===== config.mk =====
export PLATFORM = sky130hd
export DESIGN_NAME = pong_game_ctrl
export DESIGN_NICKNAME = d
export VERILOG_FILES = /design/src/rtl/pong_game_ctrl.sv
export SDC_FILE = /design/constraint.sdc
export NUM_CORES = 1
export LEC_CHECK = 0
export ABC_AREA = 1
export CAP_MARGIN = 5
export CORE_AREA = 2 2 42 44
export CTS_BUF_LIST = sky130_fd_sc_hd__clkbuf_4 sky130_fd_sc_hd__clkbuf_8
export DETAILED_ROUTE_END_ITERATION = 6
export DIE_AREA = 0 0 44 46
export PLACE_DENSITY_LB_ADDON = 0.25
export SYNTH_ARGS = -nofsm -noshare
export SYNTH_HDL_FRONTEND = slang
export SYNTH_SLANG_ARGS = --single-unit

===== constraint.sdc =====
create_clock -name clk -period 2.96 [get_ports clk]
set_input_delay 0.888 -clock clk [delete_from_list [all_inputs] [get_ports clk]]
set_output_delay 0.888 -clock clk [all_outputs]
set_load 0.01 [all_outputs]

===== src/rtl/pong_game_ctrl.sv =====
// Pong game sequencer: scores, serve/over phases and ball hold control.
// Optional PONG_CTRL_AUTOSERVE_EN: serve ends on frame-tick timer instead of a button press.
module pong_game_ctrl #(
    parameter int WIN_SCORE    = 7,
    parameter int SERVE_FRAMES = 120
) (
    input  logic       clk,
    input  logic       reset,
    input  logic       frame_tick,
    input  logic [1:0] btn,
    input  logic [1:0] btn1,
    input  logic       missLeft,
    input  logic       missRight,
    output logic       gra_still,
    output logic [3:0] score_l,
    output logic [3:0] score_r,
    output logic [1:0] game_state,
    output logic [1:0] winner
);

    typedef enum logic [1:0] {
        NEWGAME = 2'b00,
        PLAY    = 2'b01,
        SERVE   = 2'b10,
        OVER    = 2'b11
    } state_t;

    localparam logic [3:0] WIN = 4'(WIN_SCORE);

    state_t     state;
    state_t     state_next;
    logic [3:0] score_l_next;
    logic [3:0] score_r_next;
    logic [1:0] winner_next;
    logic       start;
    logic       start_d;
    logic       start_rise;
    logic       serve_done;

    assign start      = |{btn, btn1};
    assign start_rise = start & ~start_d;

`ifdef PONG_CTRL_AUTOSERVE_EN
    localparam logic [7:0] SERVE_LOAD = 8'(SERVE_FRAMES - 1);

    logic [7:0] timer;

    // Load wins over a coincident tick on SERVE entry.
    always_ff @(posedge clk or posedge reset) begin
        if (reset) begin
            timer <= '0;
        end else if (state != SERVE && state_next == SERVE) begin
            timer <= SERVE_LOAD;
        end else if (state == SERVE && frame_tick && timer != 8'd0) begin
            timer <= timer - 8'd1;
        end
    end

    assign serve_done = frame_tick && (timer == 8'd0);
`else
    logic [8:0] unused_serve;

    assign unused_serve = {frame_tick, 8'(SERVE_FRAMES)};
    assign serve_done   = start_rise;
`endif

    always_ff @(posedge clk or posedge reset) begin
        if (reset) begin
            state <= NEWGAME;
        end else begin
            state <= state_next;
        end
    end

    always_ff @(posedge clk or posedge reset) begin
        if (reset) begin
            score_l <= '0;
            score_r <= '0;
            winner  <= '0;
            start_d <= 1'b1;
        end else begin
            score_l <= score_l_next;
            score_r <= score_r_next;
            winner  <= winner_next;
            start_d <= start;
        end
    end

    always_comb begin
        state_next   = state;
        score_l_next = score_l;
        score_r_next = score_r;
        winner_next  = winner;
        unique case (state)
            NEWGAME: begin
                score_l_next = '0;
                score_r_next = '0;
                winner_next  = '0;
                if (start_rise) state_next = PLAY;
            end
            PLAY: begin
                if (missRight) begin
                    score_l_next = score_l + 4'd1;
                    if (score_l_next == WIN) begin
                        state_next  = OVER;
                        winner_next = 2'b01;
                    end else begin
                        state_next = SERVE;
                    end
                end else if (missLeft) begin
                    score_r_next = score_r + 4'd1;
                    if (score_r_next == WIN) begin
                        state_next  = OVER;
                        winner_next = 2'b10;
                    end else begin
                        state_next = SERVE;
                    end
                end
            end
            SERVE: begin
                if (serve_done) state_next = PLAY;
            end
            OVER: begin
                if (start_rise) begin
                    state_next   = NEWGAME;
                    score_l_next = '0;
                    score_r_next = '0;
                    winner_next  = '0;
                end
            end
            default: state_next = NEWGAME;
        endcase
    end

    always_comb begin
        gra_still  = (state != PLAY);
        game_state = state;
    end

endmodule

Yosys cells after proc, flatten, opt, wreduce, memory -nomap -nowiden
Cells that the tools add are included.

Input bits: 9. Output and inout port bits: 13. Flip-flop bits (word level): 13.

$add $sub $neg: 2. Bitwise gates (word level): 2. Multiplexer cells: 18. Reduce and logical (&&, ||, !) cells: 8. Equality and inequality tests: 14.

Operator list (number): 4-bit case mux with 3 select lines (2); 2-bit 2-to-1 mux (8); 4-bit 2-to-1 mux (4); 2-bit case mux with 3 select lines (2); 3-bit inequality test, second input constant (3); 4-bit by 1-bit adder with 4-bit output, second input constant (2); 4-bit by 3-bit == test with 1-bit output, second input constant (2); 2-bit inequality test, second input constant (4); 3-bit AND reduction (2); 5-bit AND reduction (1); 2-bit == test, second input constant (2); 2-bit by 1-bit inequality test with 1-bit output, second input constant (2); 4-bit AND reduction (1); 4-bit OR reduction (1); 3-bit nonzero test (1); 2-bit by 1-bit == test with 1-bit output, second input constant (1); 2-bit logical NOT (1); 1-bit 2-to-1 mux (2); 2-bit OR reduction (1); 1-bit bitwise AND (1); 1-bit NOT (1).

Logic depth before layout (Yosys ltp)
Word-level depth: 6. Mapped depth: 10.

Worst setup path before layout
No wires, ideal clock.

Path type: register -> output. Start: register state[1], in the netlist game_state[1]. End: output gra_still. Stages on the path, launching flop included: 3. Required time: 2.072 ns. Setup slack: 1.362 ns. Data arrival time: 0.710 ns. Cells stage by stage: dfrtp_1 -> nor2_4 -> inv_2.

Word-level cells in the longest chain between the ends: 1.

RTL lines: start: declaration (line 30) `state_t state;`; start signal: assignment (line 71) `state <= state_next;`; 2-bit by 1-bit inequality test with 1-bit output (line 136) `gra_still = (state != PLAY);`; end: declaration (line 14) `output logic gra_still,`.

No other way between the ends.

Final worst setup path
Same ends and word-level chain as after synthesis.

==> out/metrics.yaml <==
outcome:
  status: "finished, final reports clean"
detailed_routing:
  routed_wl_mm: 1.61
  routedWlPerCell_um: 11.4
  dr.pass1.iters: 4
  via_per_inst: 5.07
  drtIter0Drc: 10
  dr_total_vias: 715
  antenna_left: 0
  drt_drc_violations_left: 0
setup_path:
  setup.worst_path.end: "gra_still"
  reg2reg_to: "winner[1]$_DFFE_PP0P_"
  cp-start-kind: "flip-flop"
  path_class: "flip-flop to primary output"
  r2r_start: "score_r[0]$_DFFE_PP0P_"
  cp-end-kind: "primary output"
  crit_start: "game_state[1]$_DFFE_PP0P_"
  critPathRequiredTime_ns: 2.07
  cp_data_arrival_time_ns: 1.52
  rrSetupSlack_ns: 1.52
  reg2reg_depth: 9
  cp_max_fo: 7
die:
  rows: 15
  initial_core_util_pct: 46.4
  coreArea_sq_um: 1610
  die_w_um: 44
  io_pins: 22
  dieArea_sq_um: 2020
  die_height_um: 46
clocking:
  clkLatencyLatePin_ns: 0.27
  hold_buffers: 0
  cts_sinks: 13
  ctsResizeCount: 0
  cts_root_buf: "clkbuf_4"
  clkTransAtPathRegs_ns: 0.08
  cts_tree: "done"
  htreeDepth: 1
  clockBufferDepth: 2
  postCtsSetupRepairBufs: 0
  cts_buffers: 3
power:
  p_per_area_nw_per_um2: 645
  max-vdd-ir-drop_v: 0.000459
  power_leakage_nw: 0.464
synth:
  ys_seq_area_share_pct: 43.6
  yosys.area.top_type: "dfrtp_1"
  synth-seq-cells: 13
  synthTopCellsByCount: "nand2_1, dfrtp_1, inv_1"
  ys_async_sr_fraction_pct: 100
  syn_area_sq_um: 749
  yosysMostFrequentCell: "nand2_1"
  synth_top_area_share_pct: 40.1
  synth.distinct_cells: 19
  syn_avg_cell_area_sq_um: 7.49
  yosysWarnings: 0
  synth-edff-count: 0
  synthTopCellsByArea: "dfrtp_1, nand2_1, ha_1"
  ys.flop_type: "dfrtp_1"
  synth_nets: 113
  syn_inst: 100
sta:
  skew_ns: 0.00482
  max_freq_mhz: 416
  fin_setup_tns_ns: 0
  final-setup-viol-count: 0
  drv_slew: 0
  finalHoldViolCount: 0
  post-route-period-util_pct: 81.2
  layout_min_cycle_time_ns: 2.40
  fin_ws_ns: 0.557
  relSlewSlack_pct: 66.9
  worst_slew_pin_slew_ns: 0.496
  rsz0062_at_grt: "false"
global_route:
  track_usage_pct: 18.7
  grt_antenna_before_repair: 0
  grt_pass1_vias: 653
  grt_overflow: 0
  grt_max_degree: 14
  grt_pass1_wl_mm: 2.75
run:
  maxCapViolCount: 0
layout:
  multi_input_area_sq_um: 370
  fillers: 168
  area_growth_pct: 33.6
  num-nets-final: 138
  antennaDiodeCount: 0
  seq_area_sq_um: 327
  drive_gt1_share_pct: 9.68
placement:
  dp_hpwl_mm: 1.23
  dp_slack_ns: 0.777
  io_buffers: 20
  gp_routability_congestion: 0.788
worst_hold_path:
  hp-class: "flip-flop to flip-flop"
## worst max-delay path, stage by stage (launching register included)
cell	delay, ns
dfrtp_1	0.45
nor2_4	0.22
inv_2	0.09
clkdlybuf4s50_1	0.48
## worst min path at each step
stage / slack, ns / startpoint / end / depth (start not counted)
3_5_place_dp: 0.46 / winner[0]$_DFFE_PP0P_ / winner[0]$_DFFE_PP0P_ / 2
2_1_floorplan: 0.51 / winner[0]$_DFFE_PP0P_ / winner[0]$_DFFE_PP0P_ / 2
3_3_place_gp: 0.46 / winner[0]$_DFFE_PP0P_ / winner[0]$_DFFE_PP0P_ / 2
6_report: 0.49 / winner[0]$_DFFE_PP0P_ / winner[0]$_DFFE_PP0P_ / 2
5_1_grt: 0.52 / winner[0]$_DFFE_PP0P_ / winner[0]$_DFFE_PP0P_ / 2
4_1_cts: 0.48 / winner[0]$_DFFE_PP0P_ / winner[0]$_DFFE_PP0P_ / 2
## layout by cell type, fill, tap and decap left out
cell type | Yosys | final
nand2_1 | 34 | 34
nor2_2 | 1 | 1
a21oi_1 | 3 | 3
nand3b_1 | 1 | 1
ha_1 | 4 | 4
nor2_1 | 5 | 5
nor2_4 | 1 | 1
dfstp_2 | 1 | 1
nor3_1 | 1 | 1
nand3_1 | 7 | 7
or2_1 | 1 | 1
nand4_1 | 2 | 2
inv_1 | 12 | 12
a21o_2 | 1 | 1
inv_2 | 2 | 2
or2_2 | 1 | 1
o21ai_0 | 10 | 10
clkdlybuf4s50_1 | 0 | 20
dfrtp_1 | 12 | 12
nand3_2 | 1 | 1
clkbuf_4 | 0 | 4
## sequential cells by signal (all words and copies together) (netlist names)
| register | cells |
|---|---|
| score_r | 4 |
| winner | 2 |
| start_d | 1 |
| score_l | 4 |
| game_state | 2 |
## cells by family (layout without fill, tap and decap cells)
logic type	count (synthesis)	count (layout)	share of synthesized area (%)
AND/OR/NAND/NOR	55	55	32.9
AO/OA/AOI/OAI	14	14	9.85
buffers and inverters	14	38	7.01
flip-flops	13	13	43.6
adder cells (fa/ha/maj)	4	4	6.68
## layout make-up
class                           instances  area share, %
Multi-Input combinational cell         73           37.0
Sequential cell                        13           32.6
Timing Repair Buffer                   20           20.0
Inverter                               14           5.25
Clock buffer                            4           3.00
Tap cell                               17           2.13
## routing by layer
metal  GRT usage (%)  vias to the layer above  routed length, um
met5               0                        -                  0
met4            7.27                        0                 12
met3            3.97                        2                 55
met2            33.2                       15                854
met1            22.0                      334                683
li1                -                      364                  -
## metrics by stage
stage | hold WS (ns) | total power [W] | cell area, sq um | instances | util (%)
floorplan | 0.506 | 0.000402 | 749 | 100 | -
global placement | 0.458 | 0.000519 | 971 | 137 | 60.2
detailed placement | 0.462 | 0.000530 | 971 | 137 | 60.2
CTS | 0.482 | 0.000650 | 1000 | 141 | 62.0
global route | 0.521 | 0.000696 | 1000 | 141 | 62.0
finish | 0.486 | 0.000646 | 1000 | 141 | 62.0
## power breakdown
part / total, W / switching, W / leakage [nW] / internal, W
logic: 0.000266 / 0.000140 / 0.274 / 0.000125
registers: 0.000262 / 0.0000478 / 0.171 / 0.000214
clock network: 0.000118 / 0.0000564 / 0.0184 / 0.0000613
total: 0.000646 / 0.000244 / 0.464 / 0.000401
No activity file was read; power rests on OpenSTA's default activity.
